===== config.mk =====
export PLATFORM = sky130hd
export DESIGN_NAME = sd_spi_master_flat
export DESIGN_NICKNAME = d
export VERILOG_FILES = /design/src/rtl/sd_spi_pkg.sv /design/src/rtl/sd_spi_master_if.sv /design/src/rtl/sd_spi_clkdiv.sv /design/src/rtl/sd_spi_master.sv /design/src/flat_wrapper.sv
export SDC_FILE = /design/constraint.sdc
export NUM_CORES = 1
export LEC_CHECK = 0
export CAP_MARGIN = 20
export CELL_PAD_IN_SITES_DETAIL_PLACEMENT = 0
export CELL_PAD_IN_SITES_GLOBAL_PLACEMENT = 2
export CORE_UTILIZATION = 32
export DETAILED_ROUTE_END_ITERATION = 6
export GPL_ROUTABILITY_DRIVEN = 0
export PLACE_DENSITY = 0.79
export SLEW_MARGIN = 20
export SYNTH_ARGS = -nofsm -noshare
export SYNTH_HDL_FRONTEND = slang
export SYNTH_SLANG_ARGS = --single-unit

===== constraint.sdc =====
create_clock -name clk -period 2.2 [get_ports clk]
set_input_delay 0.44 -clock clk [delete_from_list [all_inputs] [get_ports clk]]
set_output_delay 0.44 -clock clk [all_outputs]
set_load 0.02 [all_outputs]

===== src/rtl/sd_spi_pkg.sv =====
// Shared SPI host definitions: FSM encoding, idle byte and SD command bytes.
package sd_spi_pkg;

  typedef enum logic [1:0] {
    ST_IDLE   = 2'd0,
    ST_LOW    = 2'd1,
    ST_HIGH   = 2'd2,
    ST_FINISH = 2'd3
  } spi_state_t;

  localparam logic [7:0] SPI_IDLE_BYTE = 8'hFF;

  localparam logic [7:0] CMD0       = 8'h40;
  localparam logic [7:0] CMD8       = 8'h48;
  localparam logic [7:0] CMD17      = 8'h51;
  localparam logic [7:0] CMD24      = 8'h58;
  localparam logic [7:0] CMD55      = 8'h77;
  localparam logic [7:0] ACMD41     = 8'h69;
  localparam logic [7:0] CMD58      = 8'h7A;
  localparam logic [7:0] DATA_TOKEN = 8'hFE;
  localparam logic [7:0] WRITE_RESP = 8'h05;

  // Divider width: one bit more than needed for the larger half-period.
  function automatic int div_width(input int a, input int b);
    return $clog2((a > b) ? a : b) + 1;
  endfunction

endpackage


===== src/rtl/sd_spi_master_if.sv =====
// Core-side byte interface of the SD SPI host.
//
// Handshake: there is no backpressure. tx_start is a one-cycle request that is
// accepted only while the host is idle (busy=0, state IDLE); requests at any
// other time are dropped. cs_wr follows the same acceptance rule. done is a
// one-cycle completion pulse, and rx_data holds the received byte from the
// done cycle until the next done. state mirrors the host FSM for observation.
interface sd_spi_master_if;
  import sd_spi_pkg::*;

  logic [7:0] tx_data;
  logic       tx_start;
  logic       cs_wr;
  logic       cs_val;
  logic       fast;
  logic [7:0] rx_data;
  logic       busy;
  logic       done;
  spi_state_t state;

  modport master (
    output tx_data, tx_start, cs_wr, cs_val, fast,
    input  rx_data, busy, done, state
  );

  modport slave (
    input  tx_data, tx_start, cs_wr, cs_val, fast,
    output rx_data, busy, done, state
  );

endinterface


===== src/rtl/sd_spi_clkdiv.sv =====
// Loadable half-period counter; tick marks the last clk cycle of a sck phase.
module sd_spi_clkdiv #(
  parameter int W = 6
) (
  input  logic         clk,
  input  logic         reset,
  input  logic         clear,
  input  logic         en,
  input  logic [W-1:0] half,
  output logic         tick
);

  logic [W-1:0] cnt;

  assign tick = en && (cnt == half - W'(1));

  // Count up within a phase and hold at the terminal count; restart on clear.
  always_ff @(posedge clk) begin
    if (reset || clear) begin
      cnt <= '0;
    end else if (en && !tick) begin
      cnt <= cnt + W'(1);
    end
  end

endmodule


===== src/rtl/sd_spi_master.sv =====
// SPI mode 0 byte host for the SD card emulation, MSB first.
module sd_spi_master
  import sd_spi_pkg::*;
#(
  parameter int DIV_SLOW = 27,
  parameter int DIV_FAST = 2
) (
  input  logic            clk,
  input  logic            reset,
  sd_spi_master_if.slave  bus,
  output logic            sd_cs,
  output logic            sd_sck,
  output logic            sd_sdi,
  input  logic            sd_sdo
);

  localparam int DW = div_width(DIV_SLOW, DIV_FAST);

  spi_state_t    state_q;
  spi_state_t    state_d;
  logic [7:0]    shreg;
  logic [7:0]    rx_q;
  logic [2:0]    bit_cnt;
  logic [DW-1:0] half_q;
  logic          tick;
  logic          div_clear;
  logic          div_en;

  // The divider restarts on every state entry and stays cleared while idle.
  assign div_clear = (state_d != state_q) || (state_q == ST_IDLE);
  assign div_en    = (state_q == ST_LOW) || (state_q == ST_HIGH);

  sd_spi_clkdiv #(.W(DW)) u_clkdiv (
    .clk   (clk),
    .reset (reset),
    .clear (div_clear),
    .en    (div_en),
    .half  (half_q),
    .tick  (tick)
  );

  // State register.
  always_ff @(posedge clk) begin
    if (reset) begin
      state_q <= ST_IDLE;
    end else begin
      state_q <= state_d;
    end
  end

  // Next-state logic: two half-periods per bit, one FINISH cycle per byte.
  always_comb begin
    state_d = state_q;
    unique case (state_q)
      ST_IDLE:   if (bus.tx_start) state_d = ST_LOW;
      ST_LOW:    if (tick) state_d = ST_HIGH;
      ST_HIGH:   if (tick) state_d = (bit_cnt == 3'd7) ? ST_FINISH : ST_LOW;
      ST_FINISH: state_d = ST_IDLE;
      default:   state_d = ST_IDLE;
    endcase
  end

  // Status outputs decoded from the current state.
  always_comb begin
    bus.busy    = (state_q == ST_LOW) || (state_q == ST_HIGH);
    bus.done    = (state_q == ST_FINISH);
    bus.rx_data = rx_q;
    bus.state   = state_q;
  end

  // Datapath: chip select, sck/MOSI generation, MISO capture.
  // MOSI only moves at the falling-edge cycle, so it is stable for a whole
  // low phase before each rising edge; MISO is captured as sck rises.
  always_ff @(posedge clk) begin
    if (reset) begin
      sd_cs   <= 1'b1;
      sd_sck  <= 1'b0;
      sd_sdi  <= 1'b1;
      shreg   <= SPI_IDLE_BYTE;
      rx_q    <= SPI_IDLE_BYTE;
      bit_cnt <= 3'd0;
      half_q  <= '0;
    end else begin
      unique case (state_q)
        ST_IDLE: begin
          if (bus.cs_wr) sd_cs <= bus.cs_val;
          if (bus.tx_start) begin
            shreg   <= bus.tx_data;
            sd_sdi  <= bus.tx_data[7];
            half_q  <= bus.fast ? DW'(DIV_FAST) : DW'(DIV_SLOW);
            bit_cnt <= 3'd0;
          end
        end
        ST_LOW: begin
          if (tick) begin
            sd_sck <= 1'b1;
            shreg  <= {shreg[6:0], sd_sdo};
          end
        end
        ST_HIGH: begin
          if (tick) begin
            sd_sck <= 1'b0;
            if (bit_cnt == 3'd7) begin
              // Publish now so rx_data is already valid in the done cycle.
              rx_q <= shreg;
            end else begin
              bit_cnt <= bit_cnt + 3'd1;
              sd_sdi  <= shreg[7];
            end
          end
        end
        ST_FINISH: begin
          sd_sdi <= 1'b1;
        end
        default: ;
      endcase
    end
  end

endmodule


===== src/flat_wrapper.sv =====
// flat-port wrapper written by rule: the top's interface ports become plain ports
module sd_spi_master_flat import sd_spi_pkg::*;
#(
  parameter int DIV_SLOW = 27,
  parameter int DIV_FAST = 2
)
  (clk, reset, sd_cs, sd_sck, sd_sdi, sd_sdo, bus_tx_data, bus_tx_start, bus_cs_wr, bus_cs_val, bus_fast, bus_rx_data, bus_busy, bus_done, bus_state);
  sd_spi_master_if bus_i ();
  input  logic clk;
  input  logic reset;
  output logic sd_cs;
  output logic sd_sck;
  output logic sd_sdi;
  input  logic sd_sdo;
  input wire logic [$bits(bus_i.tx_data)-1:0] bus_tx_data;
  input wire logic [$bits(bus_i.tx_start)-1:0] bus_tx_start;
  input wire logic [$bits(bus_i.cs_wr)-1:0] bus_cs_wr;
  input wire logic [$bits(bus_i.cs_val)-1:0] bus_cs_val;
  input wire logic [$bits(bus_i.fast)-1:0] bus_fast;
  output wire logic [$bits(bus_i.rx_data)-1:0] bus_rx_data;
  output wire logic [$bits(bus_i.busy)-1:0] bus_busy;
  output wire logic [$bits(bus_i.done)-1:0] bus_done;
  output wire logic [$bits(bus_i.state)-1:0] bus_state;
  assign bus_i.tx_data = bus_tx_data;
  assign bus_i.tx_start = bus_tx_start;
  assign bus_i.cs_wr = bus_cs_wr;
  assign bus_i.cs_val = bus_cs_val;
  assign bus_i.fast = bus_fast;
  assign bus_rx_data = bus_i.rx_data;
  assign bus_busy = bus_i.busy;
  assign bus_done = bus_i.done;
  assign bus_state = bus_i.state;
  sd_spi_master #(.DIV_SLOW(DIV_SLOW), .DIV_FAST(DIV_FAST)) u_core (.clk(clk), .reset(reset), .bus(bus_i), .sd_cs(sd_cs), .sd_sck(sd_sck), .sd_sdi(sd_sdi), .sd_sdo(sd_sdo));
endmodule

* Word level (Yosys, flattened, before mapping)
Cells that the tools add are included.
** Operators by class
- Add/sub/neg operators :: 3
- Equality and inequality tests :: 10
- Multiplexer cells :: 20
- Reduce and logical (&&, ||, !) cells :: 18
** Operators with widths (number)
- 8-bit 2-to-1 mux :: 2
- 8-bit one-hot mux with 2 select lines :: 1
- 3-bit 2-to-1 mux :: 3
- 3-bit AND reduction :: 3
- 2-bit 2-to-1 mux :: 4
- 2-bit inequality test (second input constant) :: 4
- 2-bit one-hot mux with 4 select lines :: 1
- 4-bit AND reduction :: 2
- 6-bit by 1-bit adder with 6-bit output (second input constant) :: 1
- 6-bit equality test :: 1
- 3-bit one-hot mux with 2 select lines :: 1
- 2-bit nonzero test :: 3
- 6-bit by 1-bit subtractor with 6-bit output (second input constant) :: 1
- 1-bit 2-to-1 mux :: 5
- 5-bit 2-to-1 mux :: 1
- 2-bit equality test (second input constant) :: 2
- 2-bit AND reduction :: 2
- 3-bit by 1-bit adder with 3-bit output (second input constant) :: 1
- 3-bit equality test (second input constant) :: 1
- 1-bit logical OR :: 3
- 1-bit one-hot mux with 3 select lines :: 1
- 3-bit nonzero test :: 1
- 2-bit by 1-bit equality test with 1-bit output (second input constant) :: 1
- 1-bit logical AND :: 2
- 4 further kinds :: 4
** Word-level totals
- Register bits :: 36
- Output and inout bits :: 15

* Depth between registers and ports, before layout
Gate-level depths: netlist of the first run.
- Word-level depth :: 8
- Gate-level depth with buffers :: 7

* By module
A second synthesis of the first run with hierarchy kept.
** Second synthesis, totals
- Cell total of the unflattened synthesis :: 204
- Area, all modules :: 1785.5 sq um
** Modules (own cells, without submodules)
- sd_spi_master :: times used 1, cells each 147, area each 1292.5 sq um, sequential area each 520.5 sq um
- sd_spi_clkdiv :: times used 1, cells each 57, area each 493.0 sq um, sequential area each 120.1 sq um

* Worst setup path after synthesis of the first run
Ideal clock, no wire load.
- Path type :: register -> register
- Start :: register u_core.state_q[0], in the netlist u_core.bus.state[0]
- End :: register u_core.bit_cnt[0]
- Library setup time :: 0.121 ns
- Arrival :: 2.157 ns
- Required time :: 2.079 ns
- Slack :: -0.077 ns
- Stages on the path, launching flop included :: 7
- Path buffers :: 0
- Clock period less this slack :: 2.277 ns
- Path through :: dfxtp_1 inv_1 ha_1 inv_1 nor3_1 and3_1 mux2_2
** On the way
- Cells in the longest elaborated chain, start to end :: 5
- Elaborated cells on any way between the ends :: 11
- Classes of those cells :: eq/ne: 5; mux: 1; reduce/logical: 5
** Ends and longest elaborated chain
- from (decl) :: RTL line sd_spi_master.sv:19 : spi_state_t state_q;
- from (signal assigned) :: RTL line sd_spi_master.sv:47 : state_q <= state_d;
- 2-bit by 1-bit equality test with 1-bit output or 2-bit equality test (tied branches)
- 1-bit logical OR *
- via bus_busy :: RTL line flat_wrapper.sv:21 : output wire logic [$bits(bus_i.busy)-1:0] bus_busy;
- 1-bit logical AND * :: RTL line sd_spi_clkdiv.sv:15 : assign tick = en && (cnt == half - W'(1));
- 2-bit inequality test (no line) *
- 4-bit AND reduction (no line) *
- to (signal assigned) :: RTL line sd_spi_master.sv:107 : bit_cnt <= bit_cnt + 3'd1;
- to (decl) :: RTL line sd_spi_master.sv:23 : logic [2:0] bit_cnt;
The timed path passes the listed nets; every way through them passes the cells marked *.
A chain may end at the register's enable or synchronous reset.

* Final worst setup path of the first run
- Start :: register u_core.state_q[0], in the netlist u_core.bus.state[0]
- End :: output bus_busy
** On the way
- Cells in the longest elaborated chain, start to end :: 2
- Elaborated cells on any way between the ends :: 3
- Classes of those cells :: eq/ne: 2; reduce/logical: 1
** Ends and longest elaborated chain
- 2-bit by 1-bit equality test with 1-bit output or 2-bit equality test (tied branches) :: RTL line sd_spi_master.sv:65 : bus.busy = (state_q == ST_LOW) || (state_q == ST_HIGH);
- 1-bit logical OR * :: RTL line sd_spi_master.sv:65
- to (decl) :: RTL line flat_wrapper.sv:21
Mark *: on every way between the ends. The rest lies on a longest branch, timed or not.

==> flow_summary.toml, run 1 <==
[setup_path]
cp-start-kind = "flop"
worstPathArrival_ns = 1.68
crit_path_end_kind = "output port"
cp.required_ns = 1.76
cpMaxStageDelayCell = "clkdlybuf4s50_1"
critPathKind = "reg -> out"
reg2reg_slack_ns = 0.22
critPathMaxFanout = 4
slowest_delay_ns = 0.63
crit_chain = "inv_1 > ha_1 > clkdlybuf4s50_1"

[timing]
worstMarginPinSlew_ns = 0.591
hold_violations = 0
totalNegativeSetupSlack_ns = 0
achievable-frequency_mhz = 473
rsz0062_at_grt = "false"
timing.hold.ws_ns = 0.472
slew_headroom = 0.601
drv_slew = 0
period_share = 0.962
setup_viol = 0
skew_ns = 0.00888
fin_crit_ns = 2.12

[die]
fp.dieH_um = 79.1
initial_core_util = 0.339
dieArea_mm2 = 0.00626
rows = 27
dieWidth_um = 79.1
core_mm2 = 0.00561
ios = 30

[logic_synthesis]
synth_edf_count = 0
syn-num-nets = 239
syn_inst = 215
synth-seq-cells = 32
synth.distinct_cells = 46
yosys-top-cells-count = "dfxtp_1 (32), nor2_1 (24), mux2i_1 (19)"
synth.most_common_cell = "dfxtp_1"
yosysWarnings = 0
yosys_most_used_dff = "dfxtp_1"
ys_top_cells_by_area = "dfxtp_1 (34%), mux2i_1 (10%), ha_1 (5.9%), a211oi_1 (4.7%), nor2_1 (4.7%)"
synth_area_mm2 = 0.00190
ys_seq_area_frac = 0.337
async_reset_ff_frac = 0
avgSynthCellArea_um2 = 8.85
synth_top_area_frac = 0.337
yosysTopAreaCell = "dfxtp_1"

[routing]
routed_via_density = 5.18
wl_met1_um = 2300
wl_per_cell_um = 14.4
dr_wl_met2_um = 2230
top_layer_used = "met4"
ant_nets = 0
drt_iter0_markers = 104
drt_first_pass_iters = 4
routed_wl_um = 4730
met3_wirelength_um = 134
drc = 0
routed-via-count = 1705

[run_status]
status = "finished, final reports clean"

[worst_hold_path]
hold_path_class = "reg -> reg"

[cts]
cts_setup_buffers = 0
htreeDepth = 2
cts_tree = "built"
cts_root_buf = "clkbuf_8"
path_clk_slew_ns = 0.07
cts_hold_buf = 0
ctsResizeCount = 0
worstSkewPairLatency_ns = 0.29
cts_buffer_depth = 2
cts_made_buffers = 5
cts.sink_count = 32

[pwr]
power_density_mw_per_mm2 = 779
ir_worst_vdd_uv = 368
leakagePower_nw = 0.945

[final_layout]
multi_input_area_mm2 = 0.00117
final_cells = 329
seq_area_um2 = 641
fin_nets = 280
post-route-util = 0.444
insertedDiodeCount = 0
num-fill-cells = 583
drive_gt1_frac = 0.148
syn2layout_area_growth_pct = 30.9

[grt]
antenna_found_initial = 0
grt_max_degree = 37
grt_pass1_wl_um = 8150
grtUsageTotal = 0.169
grt_pass1_vias = 1650
grt_overflow = 0

[placed_design]
io_buffer_count = 29
dp_hpwl_um = 3390
dp_cells = 321

[run]
maxCapViolations = 0
-- sequential cells by signal, summed over array words and instances (netlist names) --
| register | cells |
|---|---|
| u_core.u_clkdiv.cnt | 6 |
| u_core.sd_sck | 1 |
| u_core.half_q | 2 |
| u_core.bus.state | 2 |
| u_core.bus.rx_data | 8 |
| u_core.shreg | 8 |
| u_core.sd_cs | 1 |
| u_core.sd_sdi | 1 |
| u_core.bit_cnt | 3 |
-- final cells by class --
cell class,count,area share
repair buffers,44,0.172
clock buffers,6,0.0291
multi-input cells,160,0.472
clock inverters,2,0.0141
flip-flops and latches,32,0.257
well taps,72,0.0362
inverters,13,0.0196
-- cell usage in the layout, fill, tap and decap left out, drive strengths merged, types with 2 or more instances in the layout --
cell / count
inv: 13
a21oi: 7
nand2b: 2
and3: 5
xnor2: 2
a31o: 3
mux2i: 19
clkbuf: 6
a211oi: 12
a2111oi: 2
nand3: 6
nor3: 6
a311oi: 4
buf: 15
dfxtp: 32
o311ai: 3
clkdlybuf4s50: 29
o21ai: 6
nor3b: 3
nand2: 11
and2: 2
nand4: 4
nor2: 24
nor2b: 10
xor2: 2
o221ai: 2
ha: 9
-- critical path: cells and delay by family, from the launching register on --
kind                     cells  cell delay, ns
adder cells (fa/ha/maj)      1            0.36
buffers and inverters        2            0.69
flip-flops                   1            0.33
-- power breakdown --
| group | internal, mW | switching, mW |
|---|---|---|
| registers | 0.639 | 0.0359 |
| logic | 0.290 | 0.400 |
| clock network | 0.336 | 0.239 |
-- logic make-up (layout without fill, tap and decap cells) --
kind of cell,after synthesis,after routing,synth area share
fa+ha+maj,9,9,0.0592
simple gates,76,76,0.213
flops,32,32,0.337
compound gates,51,51,0.218
buf+inv,23,65,0.0480
xor+xnor,4,4,0.0184
mux,20,20,0.106
-- routing by layer --
metal  vias to the layer above  global-route usage
met1                       799               0.221
met4                         0              0.0600
li1                        875                   -
met5                         -                   0
met3                         8              0.0333
met2                        23               0.274
-- metrics by stage --
step	power, mW	instance area (um2)	worst slack (ns)
5_1_grt	2.06	2490	0.0216
2_1_floorplan	1.14	1910	0.0465
6_report	1.94	2490	0.0840
3_5_place_dp	1.38	2380	0.204
4_1_cts	1.96	2490	0.0754
3_3_place_gp	1.39	2380	0.232
-- path summary, 6_finish.rpt --
check,cells after the start,from,to
min reg2reg,2,u_core.sd_cs,u_core.sd_cs
min,2,u_core.sd_cs,u_core.sd_cs
max reg2reg,7,u_core.half_q[3],u_core.bus.rx_data[3]
max,3,u_core.bus.state[0],bus_busy
No activity file was read; power rests on OpenSTA's default activity.
==> run 2, diff against run 1 <==
--- a/config.mk
+++ b/config.mk
@@ -12,7 +12,7 @@
 export DETAILED_ROUTE_END_ITERATION = 6
 export GPL_ROUTABILITY_DRIVEN = 0
 export PLACE_DENSITY = 0.79
-export SLEW_MARGIN = 20
+export REMOVE_ABC_BUFFERS = 1
 export SYNTH_ARGS = -nofsm -noshare
 export SYNTH_HDL_FRONTEND = slang
 export SYNTH_SLANG_ARGS = --single-unit
==> flow_summary.toml, run 2 (synthesized netlist as in run 1, its figures left out) <==
[run_status]
status = "finished, final reports clean"

[die]
core_mm2 = 0.00561
rows = 27
fp.dieH_um = 79.1
ios = 30
dieArea_mm2 = 0.00626
dieWidth_um = 79.1
initial_core_util = 0.339

[pwr]
ir_worst_vdd_uv = 320
leakagePower_nw = 0.965
power_density_mw_per_mm2 = 754

[timing]
skew_ns = 0.00198
slew_headroom = 0.574
hold_violations = 0
fin_crit_ns = 2.03
totalNegativeSetupSlack_ns = 0
setup_viol = 0
drv_slew = 0
worstMarginPinSlew_ns = 0.631
achievable-frequency_mhz = 494
period_share = 0.921
rsz0062_at_grt = "false"

[cts]
cts_tree = "built"
cts_root_buf = "clkbuf_8"
cts_hold_buf = 0
cts_buffer_depth = 2
worstSkewPairLatency_ns = 0.28
htreeDepth = 2
path_clk_slew_ns = 0.07
cts_made_buffers = 5
cts.sink_count = 32

[placed_design]
dp_cells = 326
dp_hpwl_um = 3490
io_buffer_count = 29

[routing]
drt_iter0_markers = 78
drt_first_pass_iters = 4
routed_via_density = 5.17
drc = 0
routed-via-count = 1722
ant_nets = 0
routed_wl_um = 4750
wl_per_cell_um = 14.3

[grt]
grtUsageTotal = 0.166
grt_pass1_wl_um = 8070
grt_max_degree = 37
grt_pass1_vias = 1634
antenna_found_initial = 0
grt_overflow = 0

[final_layout]
final_common_cell = "dfxtp_1"
final_cell_mix = "dfxtp_1 (32), clkdlybuf4s50_1 (28), nor2_1 (24)"
syn2layout_area_growth_pct = 32.1
fin_nets = 285
seq_area_um2 = 641
multi_input_area_mm2 = 0.00117
insertedDiodeCount = 0
num-fill-cells = 602
drive_gt1_frac = 0.165
final_cells = 333

[setup_path]
r2r_end = "u_core.bus.rx_data[3]"
cp-start-kind = "flop"
critPathMaxFanout = 8
worstPathArrival_ns = 1.59
crit_path_end_kind = "output port"
reg2reg_slack_ns = 0.22
critPathKind = "reg -> out"
r2r_cells = 7
cp.required_ns = 1.76
r2r-start = "u_core.bus.state[1]"

[worst_hold_path]
hold_path_class = "reg -> reg"
hold_path.startpoint = "u_core.sd_sck"
hold_depth = 2
min_to = "u_core.sd_sck"

[run]
maxCapViolations = 0
==> run 2: cell count changes in the layout (fill, tap and decap cells not counted) <==
cell / before / now
buf_4: 13 / 18
clkbuf_8: 5 / 7
bufinv_16: 1 / 0
clkbuf_1: 1 / 0
clkdlybuf4s50_1: 29 / 28
clkinv_2: 1 / 0
dlygate4sd2_1: 0 / 1
ha_1: 9 / 8
ha_2: 0 / 1
nor3_1: 3 / 4
nor3_2: 2 / 1
==> run 2: timing repair <==
item / CTS / global route
gates resized for setup: 2 / 0
endpoints found under the setup margin: 1 / 0
setup buffers: 0 / 0
==> run 2: worst max-delay path by stage <==
stage | startpoint | cells past startpoint | end
floorplan | u_core.bus.state[0] | 6 | u_core.bit_cnt[0]
global placement | u_core.bus.state[0] | 7 | u_core.bus.rx_data[1]
finish | u_core.bus.state[0] | 3 | bus_done
CTS | u_core.bus.state[0] | 3 | bus_done
global route | u_core.bus.state[1] | 7 | u_core.bus.rx_data[7]
detailed placement | u_core.bus.state[1] | 7 | u_core.bus.rx_data[7]
==> run 2: power by group <==
group	internal (mW)	leakage, nW	switching (mW)
Clock	0.279	0.0503	0.229
Combinational	0.309	0.654	0.404
Sequential	0.639	0.261	0.0346
Total	1.23	0.965	0.667
==> run 2: through the flow <==
stage	power [mW]	hold WS (ns)	area [um2]	setup slack [ns]	util
2_1_floorplan	1.11	0.447	1860	-0.238	-
3_3_place_gp	1.39	0.461	2410	0.223	0.431
3_5_place_dp	1.40	0.464	2410	0.191	0.431
4_1_cts	1.91	0.475	2510	0.161	0.448
5_1_grt	2.01	0.485	2510	0.0683	0.448
6_report	1.89	0.470	2510	0.174	0.448
==> run 2: final cells by class <==
| class | count | area share |
|---|---|---|
| Inverter | 13 | 0.0194 |
| Multi-Input combinational cell | 160 | 0.467 |
| Timing Repair Buffer | 49 | 0.185 |
| Sequential cell | 32 | 0.255 |
| Clock buffer | 7 | 0.0383 |
| Tap cell | 72 | 0.0359 |
==> run 2: layer usage <==
layer	GRT usage	wire length [um]	up-vias
li1	-	-	878
met1	0.225	2380	804
met2	0.254	2100	36
met3	0.0414	240	4
met4	0.0600	38	0
met5	0	0	-
==> run 2: critical path, stage by stage, from the launching register on <==
cell	delay, ns
dfxtp_1	0.33
buf_4	0.17
ha_1	0.19
clkdlybuf4s50_1	0.61
==> run 3, diff against run 2 <==
--- a/config.mk
+++ b/config.mk
@@ -8,6 +8,7 @@
 export CAP_MARGIN = 20
 export CELL_PAD_IN_SITES_DETAIL_PLACEMENT = 0
 export CELL_PAD_IN_SITES_GLOBAL_PLACEMENT = 2
+export CORE_ASPECT_RATIO = 2
 export CORE_UTILIZATION = 32
 export DETAILED_ROUTE_END_ITERATION = 6
 export GPL_ROUTABILITY_DRIVEN = 0
==> flow_summary.toml, run 3 (synthesized netlist as in run 1, its figures left out) <==
[pwr]
p_comb_frac = 0.323
leakagePower_nw = 1.02
ir_worst_vdd_uv = 512
p_total_mw = 2.26
internal_power_mw = 1.55
power_frac_seq = 0.297
swShare = 0.314
switchingPower_mw = 0.709
power_density_mw_per_mm2 = 872
clkPwrFrac = 0.380

[setup_path]
cp.required_ns = 1.76
crit_path_end_kind = "output port"
cpMaxStageDelayCell = "clkdlybuf4s50_1"
reg2reg_slack_ns = 0.22
critPathKind = "reg -> out"
critPathMaxFanout = 6
slowest_delay_ns = 0.61
crit_chain = "buf_4 > ha_1 > clkdlybuf4s50_1"
crit_buf_inv = 2
crit_family = "buffers and inverters"
cp-start-kind = "flop"
worstPathArrival_ns = 1.62

[final_layout]
insertedDiodeCount = 0
num-fill-cells = 565
syn2layout_area_growth_pct = 36.3
drive_gt1_frac = 0.174
final_cell_mix = "dfxtp_1 (32), clkdlybuf4s50_1 (28), nor2_1 (24)"
final_common_cell = "dfxtp_1"
post-route-util = 0.454
fin_nets = 288

[timing]
hold_violations = 0
period_share = 0.937
rsz0062_at_grt = "false"
worstMarginPinSlew_ns = 0.870
fin_crit_ns = 2.06
setup_viol = 0
totalNegativeSetupSlack_ns = 0
achievable-frequency_mhz = 485
skew_ns = 0.00311
drv_slew = 0
slew_headroom = 0.417
timing.hold.ws_ns = 0.482

[grt]
grt_pass1_vias = 1886
grt_max_degree = 18
grt_overflow = 0
grtUsageTotal = 0.184
antenna_found_initial = 0
grt_pass1_wl_um = 8890

[placed_design]
io_buffer_count = 29
dp_hpwl_um = 4070

[run]
maxCapViolations = 0

[cts]
cts_setup_buffers = 0
ctsResizeCount = 1
cts_hold_buf = 0
cts.sink_count = 32
cts_root_buf = "clkbuf_16"
htreeDepth = 2
path_clk_slew_ns = 0.05
cts_tree = "built"
worstSkewPairLatency_ns = 0.28
cts_buffer_depth = 2
cts_made_buffers = 5

[routing]
drt_iter0_markers = 17
drc = 0
drt_first_pass_iters = 4
wl_per_cell_um = 16.3
routed_wl_um = 5310
routed_via_density = 5.44
ant_nets = 0
routed-via-count = 1774

[worst_hold_path]
hold_path_class = "reg -> reg"

[die]
dieWidth_um = 56.5
core_mm2 = 0.00571
fp.dieH_um = 111
ios = 30
dieArea_mm2 = 0.00627
rows = 39
initial_core_util = 0.333

[run_status]
status = "finished, final reports clean"
==> run 3: changes by cell type in the layout (fill, tap and decap cells not counted) <==
cell and change:
ha_2 -1, bufinv_16 +1, buf_12 -1, clkbuf_8 -5, ha_1 +1, clkbuf_16 +5, buf_4 +4
==> run 3: path summary, 6_finish.rpt <==
kind	from	to	depth (start not counted)
worst max-delay path	u_core.bus.state[1]	bus_done	3
worst min-delay path	u_core.sd_cs	u_core.sd_cs	2
worst max register to register	u_core.half_q[3]	u_core.u_clkdiv.cnt[2]	6
worst min register to register	u_core.sd_cs	u_core.sd_cs	2
==> run 3: worst register-to-register path, stage by stage, from the launching register on <==
cell and delay, ns:
dfxtp_1 0.32, inv_1 0.06, ha_1 0.32, xor2_1 0.20, nand3_1 0.12, a211oi_1 0.70, a211oi_1 0.10
==> run 3: layout make-up <==
cell class | count | area, um2 | share of cell area
clock inverters | 1 | 30.0 | 0.0116
clock buffers | 7 | 153 | 0.0589
flip-flops and latches | 32 | 641 | 0.247
well taps | 61 | 76.3 | 0.0294
multi-input cells | 160 | 1170 | 0.451
repair buffers | 52 | 474 | 0.183
inverters | 13 | 48.8 | 0.0188
==> run 3: per-stage QoR <==
| stage | setup WS [ns] | instances | area, um2 |
|---|---|---|---|
| 2_1_floorplan | -0.238 | 205 | 1860 |
| 3_3_place_gp | 0.203 | 318 | 2410 |
| 3_5_place_dp | 0.188 | 318 | 2410 |
| 4_1_cts | 0.118 | 326 | 2590 |
| 5_1_grt | 0.0667 | 326 | 2590 |
| 6_report | 0.138 | 326 | 2590 |
==> run 3: power groups by stage <==
stage | sequential [mW] | combinational, mW | clock [mW]
after detailed placement | 0.683 | 0.745 | 0
after global placement | 0.683 | 0.746 | 0
final | 0.671 | 0.730 | 0.859
after floorplan | 0.708 | 0.407 | 0
after global routing | 0.678 | 0.813 | 0.894
after CTS | 0.671 | 0.742 | 0.879
==> run 3: routing by layer <==
metal	vias to the layer above	share of wire	track usage
met3	15	0.022	0.0187
met1	840	0.37	0.180
met5	-	0	0
met2	37	0.57	0.351
met4	0	0.038	0.109
li1	882	-	-
